--- config.mk ---
export PLATFORM = sky130hd
export DESIGN_NAME = bch_enc_sched
export DESIGN_NICKNAME = d
export VERILOG_FILES = /design/src/rtl/bch_enc_sched.sv
export SDC_FILE = /design/constraint.sdc
export NUM_CORES = 1
export LEC_CHECK = 0
export ABC_AREA = 0
export BUFFER_PORTS_ARGS = -buffer_cell sky130_fd_sc_hd__buf_4
export CORE_AREA = 2 2 161 163
export CTS_BUF_LIST = sky130_fd_sc_hd__clkbuf_16
export CTS_CLUSTER_SIZE = 30
export DETAILED_ROUTE_END_ITERATION = 10
export DIE_AREA = 0 0 163 165
export PLACE_DENSITY = 0.6
export SYNTH_ARGS = -nofsm -noshare
export SYNTH_HDL_FRONTEND = slang
export SYNTH_SLANG_ARGS = --single-unit
export TNS_END_PERCENT = 1
--- constraint.sdc ---
create_clock -name I_clk -period 5.8 [get_ports I_clk]
set_input_delay 1.16 -clock I_clk [delete_from_list [all_inputs] [get_ports I_clk]]
set_output_delay 1.16 -clock I_clk [all_outputs]
set_load 0.05 [all_outputs]
--- src/rtl/bch_enc_sched.sv ---
// Two-requester frame scheduler in front of a BCH encoder: round-robin frame grant,
// frame length policing and a drain window that keeps data clear of encoder parity.
module bch_enc_sched #(
    parameter int C_DWIDTH    = 128,
    parameter int C_ECC_WORDS = 5,
    parameter int C_MAX_WORDS = 64
) (
    input  logic                I_clk,
    input  logic                I_rst,
    input  logic [C_DWIDTH-1:0] I_req0_data,
    input  logic                I_req0_v,
    input  logic                I_req0_sof,
    input  logic                I_req0_eof,
    output logic                O_req0_rdy,
    input  logic [C_DWIDTH-1:0] I_req1_data,
    input  logic                I_req1_v,
    input  logic                I_req1_sof,
    input  logic                I_req1_eof,
    output logic                O_req1_rdy,
    output logic [C_DWIDTH-1:0] O_enc_data,
    output logic                O_enc_v,
    output logic                O_enc_sof,
    output logic                O_enc_eof,
    output logic                O_enc_id,
    output logic [15:0]         O_frame_cnt,
    output logic                O_err_sof,
    output logic                O_err_len
);

    localparam int BEAT_W  = $clog2(C_MAX_WORDS + 1);
    localparam int DRAIN_W = $clog2(C_ECC_WORDS + 2);
    localparam logic [BEAT_W-1:0]  LAST_BEAT  = BEAT_W'(C_MAX_WORDS - 1);
    localparam logic [DRAIN_W-1:0] DRAIN_LOAD = DRAIN_W'(C_ECC_WORDS);
    localparam logic [DRAIN_W-1:0] DRAIN_ONE  = DRAIN_W'(1);

    typedef enum logic [1:0] {
        IDLE,
        XFER,
        FLUSH,
        DRAIN
    } state_t;

    state_t               state;
    logic                 rr;
    logic [BEAT_W-1:0]    beat_cnt;
    logic [DRAIN_W-1:0]   drain_cnt;

    logic                 cand0;
    logic                 cand1;
    logic                 grant_sel;
    logic                 stray;
    logic [C_DWIDTH-1:0]  sel_data;
    logic                 sel_v;
    logic                 sel_eof;
    logic                 last_beat;

    assign cand0     = I_req0_v & I_req0_sof;
    assign cand1     = I_req1_v & I_req1_sof;
    // rr only matters on a tie; a lone candidate always wins
    assign grant_sel = (cand0 & cand1) ? rr : cand1;
    assign stray     = (I_req0_v & ~I_req0_sof) | (I_req1_v & ~I_req1_sof);

    assign sel_data  = O_enc_id ? I_req1_data : I_req0_data;
    assign sel_v     = O_enc_id ? I_req1_v    : I_req0_v;
    assign sel_eof   = O_enc_id ? I_req1_eof  : I_req0_eof;
    assign last_beat = (beat_cnt == LAST_BEAT);

    always_comb begin
        O_req0_rdy = 1'b0;
        O_req1_rdy = 1'b0;
        if (!I_rst) begin
            case (state)
                IDLE: begin
                    O_req0_rdy = I_req0_v & ~I_req0_sof;
                    O_req1_rdy = I_req1_v & ~I_req1_sof;
                end
                XFER, FLUSH: begin
                    O_req0_rdy = ~O_enc_id;
                    O_req1_rdy = O_enc_id;
                end
                default: begin
                    O_req0_rdy = 1'b0;
                    O_req1_rdy = 1'b0;
                end
            endcase
        end
    end

    always_ff @(posedge I_clk) begin
        if (I_rst) begin
            state       <= IDLE;
            rr          <= 1'b0;
            beat_cnt    <= '0;
            drain_cnt   <= '0;
            O_enc_data  <= '0;
            O_enc_v     <= 1'b0;
            O_enc_sof   <= 1'b0;
            O_enc_eof   <= 1'b0;
            O_enc_id    <= 1'b0;
            O_frame_cnt <= '0;
            O_err_sof   <= 1'b0;
            O_err_len   <= 1'b0;
        end else begin
            O_enc_v   <= 1'b0;
            O_enc_sof <= 1'b0;
            O_enc_eof <= 1'b0;
            case (state)
                IDLE: begin
                    if (stray) begin
                        O_err_sof <= 1'b1;
                    end
                    if (cand0 | cand1) begin
                        O_enc_id <= grant_sel;
                        beat_cnt <= '0;
                        state    <= XFER;
                    end
                end
                XFER: begin
                    if (sel_v) begin
                        O_enc_data <= sel_data;
                        O_enc_v    <= 1'b1;
                        O_enc_sof  <= (beat_cnt == '0);
                        O_enc_eof  <= sel_eof | last_beat;
                        beat_cnt   <= beat_cnt + 1'b1;
                        // a frame hitting the length cap is closed early and its tail flushed
                        if (sel_eof | last_beat) begin
                            O_frame_cnt <= O_frame_cnt + 16'd1;
                            rr          <= ~O_enc_id;
                            if (sel_eof) begin
                                drain_cnt <= DRAIN_LOAD;
                                state     <= DRAIN;
                            end else begin
                                O_err_len <= 1'b1;
                                state     <= FLUSH;
                            end
                        end
                    end
                end
                FLUSH: begin
                    if (sel_v & sel_eof) begin
                        drain_cnt <= DRAIN_LOAD;
                        state     <= DRAIN;
                    end
                end
                DRAIN: begin
                    if (drain_cnt <= DRAIN_ONE) begin
                        drain_cnt <= '0;
                        state     <= IDLE;
                    end else begin
                        drain_cnt <= drain_cnt - 1'b1;
                    end
                end
                default: state <= IDLE;
            endcase
        end
    end

endmodule

# ---- After elaboration in Yosys (flattened, before gate mapping)
# Index checks and enable logic that the tools add are counted.
dict set report word_totals {
  mem_bits_ro 0
  mem_count 0
  ramBits 0
  output_inout_bits 152
  latch_bits 0
  input_bits 264
  register_bits 163
}
dict set report classes {
  eq_ne 10
  n_bitwise 15
  div_mod_pow 0
  muxes 25
  addsub 3
  n_lt_le_gt_ge 1
  mul 0
  shift 0
  n_reduce_logical 15
}
# cell n
set op_table {}
lappend op_table {{$mux 128} 1}
lappend op_table {{$add 16x1->16 const B} 1}
lappend op_table {{$mux 3} 5}
lappend op_table {{$mux 7} 2}
lappend op_table {{$pmux 7 s2} 1}
lappend op_table {{$ne 2x2->1 const B} 6}
lappend op_table {{$mux 2} 5}
lappend op_table {{$reduce_and 5->1} 2}
lappend op_table {{$pmux 3 s3} 1}
lappend op_table {{$pmux 2 s4} 1}
lappend op_table {{$add 7x1->7 const B} 1}
lappend op_table {{$eq 7x6->1 const B} 1}
lappend op_table {{$logic_not 7->1} 1}
lappend op_table {{$mux 1} 7}
lappend op_table {{$and 1x1->1} 6}
lappend op_table {{$not 1->1} 6}
lappend op_table {{$reduce_and 2->1} 3}
lappend op_table {{$reduce_and 3->1} 2}
lappend op_table {{$eq 2x2->1 const B} 2}
lappend op_table {{$pmux 1 s2} 2}
lappend op_table {{$reduce_and 4->1} 1}
lappend op_table {{$reduce_or 2->1} 2}
lappend op_table {{$le 3x1->1 const B} 1}
lappend op_table {{$or 1x1->1} 3}
lappend op_table {{other kinds (6)} 6}

# ---- Depth between registers and ports, before layout
dict set report depth {
  ltp_word 5
  ltp_mapped 9
  mapped_depth_nobuf 6
}

# ---- Worst setup path before layout
# Ideal clock, no wire load.
dict set report synth_timing {
  kind {input-to-output}
  startpoint {in I_rst}
  endpoint {out O_req0_rdy}
  arrival_time_ns 2.730
  required_ns 4.640
  path_slack_ns 1.910
  path_stages 3
  cell_sequence {clkbuf_1 -> clkbuf_1 -> nor3_1}
}
dict set report synth_via {
  elab_chain_len 1
}
# item line
set synth_rtl {}
lappend synth_rtl {{start: declaration} 9} ;# input logic I_rst,
lappend synth_rtl {{$mux 1} 71} ;# if (!I_rst) begin
lappend synth_rtl {{end: declaration} 14} ;# output logic O_req0_rdy,
# Every way passes these cells.

# ---- Worst setup path after layout
dict set report layout_timing {
  startpoint {in I_rst}
  endpoint {out O_req1_rdy}
}
dict set report layout_via {
  elab_chain_len 1
}
# item line
set layout_rtl {}
lappend layout_rtl {{$mux 1} 71}
lappend layout_rtl {{end: declaration} 19} ;# output logic O_req1_rdy,
# Every way passes these cells.

==> results.txt <==
run status - complete, no violations
Post-Synth XOR/XNOR Area - 0%
Synth area leader - dfxtp_1
CP arrival - 2.26 ns
Initial Util - 32.62%
final std cells w/o fill - 1507
proportion of layout cells with a drive suffix above 1 - 50.04%
ANT cells - 0
row cnt - 58
Internal - 2.925 mW
Core Area - 25040 sq um
final WL - 25.19 mm
largest net degree at the start of global routing - 142
Synth Register Bits - 163
Peak VDD IR - 0.2035 mV
Comb power frac - 46.3%
sequential area share after synthesis - 39.96%
H-Tree Level Count - 4
CTS tree - yes
Die Span X - 163 microns
CTS root buffer - clkbuf_16
clock share of power - 24.2%
sequential fraction of design power - 29.5%
Area contributors post-synth - dfxtp_1, a211oi_2, mux2i_1, nor2_1, a21oi_1
maxcap violations - 0
Post-CTS Hold Buffers - 0
Clock Skew - 0.01025 ns
count of clock tree sinks - 163
DR vias - 7299
area of the multi-input gates - 4512 sq um
mux contribution to synthesized area - 16.26%
gpl congestion - 0.7647
Post-synth EDFFs - 0
syn avg cell area - 10.21 sq um
Clk Latency, worst-skew pair - 0.42 ns
setup TNS - 0 ns
post-route ant nets - 0
Post-Synthesis Net Count - 1074
Tot GR Track Use - 17.61%
Placed Area - 11410 sq um
Fin. Hold Viols - 0
worst hold slack - 0.4821 ns
Tmin final - 3.420 ns
ys async rst share - 0%
Post-Synth Simple-Gate Area - 12.21%
Worst Path Max Fanout - 104
Die ar. - 26900 sq um
Crit. End Element - output pin
Mapped Cells - 800
Worst-Margin Slew - 1.067 ns
IO Count - 416
HPWL Detailed - 18.77 mm
Pwr Density - 422.6 nW/um^2
Layout area overhead - 47.46%
Worst EP required - 4.64 ns
DRC - 0
postcts setup bufs - 0
most numerous cell in the Yosys netlist - dfxtp_1
vias in the first global route - 6754
Final Cycle Share - 58.96%
global route overflow - 0
FILL cells - 2363
largest family of logic cells by synthesized area - compound AO/OA/AOI/OAI gates
unrepaired setup endpoints after global routing - no
P_sw - 2.164 mW
static leakage - 4.731 nW
CTS buffer count - 17
Reg clk slew, reported paths - 0.06 ns
IO buf count - 415
fmax - 292.4 MHz
# setup viols final - 0
Die Ht - 165 microns
Primary FF master, synth - dfxtp_1
Clock Path Buffers - 2
CTS resizes - 0
initial drt markers - 274
Setup crit start kind - input pin
Post-Route Utilization - 48.10%
Synth top area share - 39.96%
worst min path class - flop to flop
WL/cell - 16.72 microns
Setup Crit Path Kind - input pin to output pin
Sw Share - 42.53%
first-pass GRT wire length - 36.90 mm
Non-Filler Cell Area, Final - 12040 sq um
top cells by count, synth - dfxtp_1, nor2_1, mux2i_1, a211oi_2, clkbuf_1
Mapped Area - 8167 sq um
storage element area - 3267 sq um
DRT Pass-1 Iters - 4
Synth Area in Adders - 1.532%
Yosys cell types - 48
Nets - 1441
initial antenna violation count - 0
Slew Viols, Final - 0
complex-gate fraction of the synthesized area - 25.22%
Synth Warn # - 0
Rel. slew slack - 28.84%
drt via density - 4.843
placed cell count - 1478
registers in the layout, summed over array words and instances (netlist names):
register     flops
O_enc_id         1
drain_cnt        3
O_enc_v          1
state            2
O_err_sof        1
beat_cnt         7
O_enc_data     128
O_err_len        1
O_enc_sof        1
O_enc_eof        1
rr               1
O_frame_cnt     16
cells by family after synthesis:
| group | after synthesis |
|---|---|
| AOI/OAI and AO/OA | 199 |
| muxes | 132 |
| buffers and inverters | 82 |
| DFF | 163 |
| adders and majority gates | 10 |
| and+or+nand+nor | 214 |
per-stage QoR:
stage	setup slack, ns	total power, mW
floorplan	1.910	3.224
global placement	2.366	3.869
detailed placement	2.380	3.901
CTS	2.360	5.161
global route	2.283	5.352
finish	2.380	5.089
cell type report:
class | count | share of cell area [%]
Tap cell | 330 | 3.429
Sequential cell | 163 | 27.13
Timing Repair Buffer | 420 | 26.44
Clock buffer | 17 | 3.532
Multi-Input combinational cell | 555 | 37.46
Inverter | 10 | 0.3117
Clock inverter | 12 | 1.694
cell usage in the layout (no fill, tap or decap), types with 2 or more instances in the layout:
cell type  count
a211oi_1       2
a211oi_2     128
a21bo_2        2
a21oi_1       28
a311oi_1       2
a31oi_1        3
and2_1         2
and3_1         3
and4_1         2
buf_12         2
buf_4        417
bufinv_16      5
clkbuf_16     17
dfxtp_1      162
ha_1          10
inv_1         10
inv_6          3
mux2i_1      130
nand2_1       10
nand2b_1       6
nand3_1       18
nand3b_1       3
nand4_1        3
nor2_1       134
nor2b_1        2
nor3_1         5
o21ai_0        9
o31ai_1       16
or3_1          2
or4_1         16
worst paths after layout:
check	from	cells past startpoint	slack [ns]	end
worst max-delay path	I_rst	3	2.38	O_req1_rdy
worst min-delay path	O_err_len	2	0.48	O_err_len
worst max register to register	O_enc_id	5	3.08	O_enc_data[89]
worst min register to register	O_err_len	2	0.48	O_err_len
power groups by stage:
stage | Combinational (mW) | Sequential, mW | Clock (mW)
3_3_place_gp | 2.35 | 1.52 | 0
3_5_place_dp | 2.38 | 1.52 | 0
6_report | 2.35 | 1.50 | 1.23
2_1_floorplan | 1.00 | 2.22 | 0
5_1_grt | 2.50 | 1.53 | 1.32
4_1_cts | 2.38 | 1.50 | 1.28
worst max-delay path: stages:
cell and delay, ns:
clkbuf_8 0.43, a211oi_1 0.40, buf_4 0.25
per-layer routing:
layer	up-vias	GRT usage, %	share of wire, %
li1	3673	-	-
met1	3353	21.77	42
met2	253	30.37	50
met3	20	4.646	7.3
met4	0	4.626	1.1
met5	-	0	0
Power figures use the tool's default switching activity.
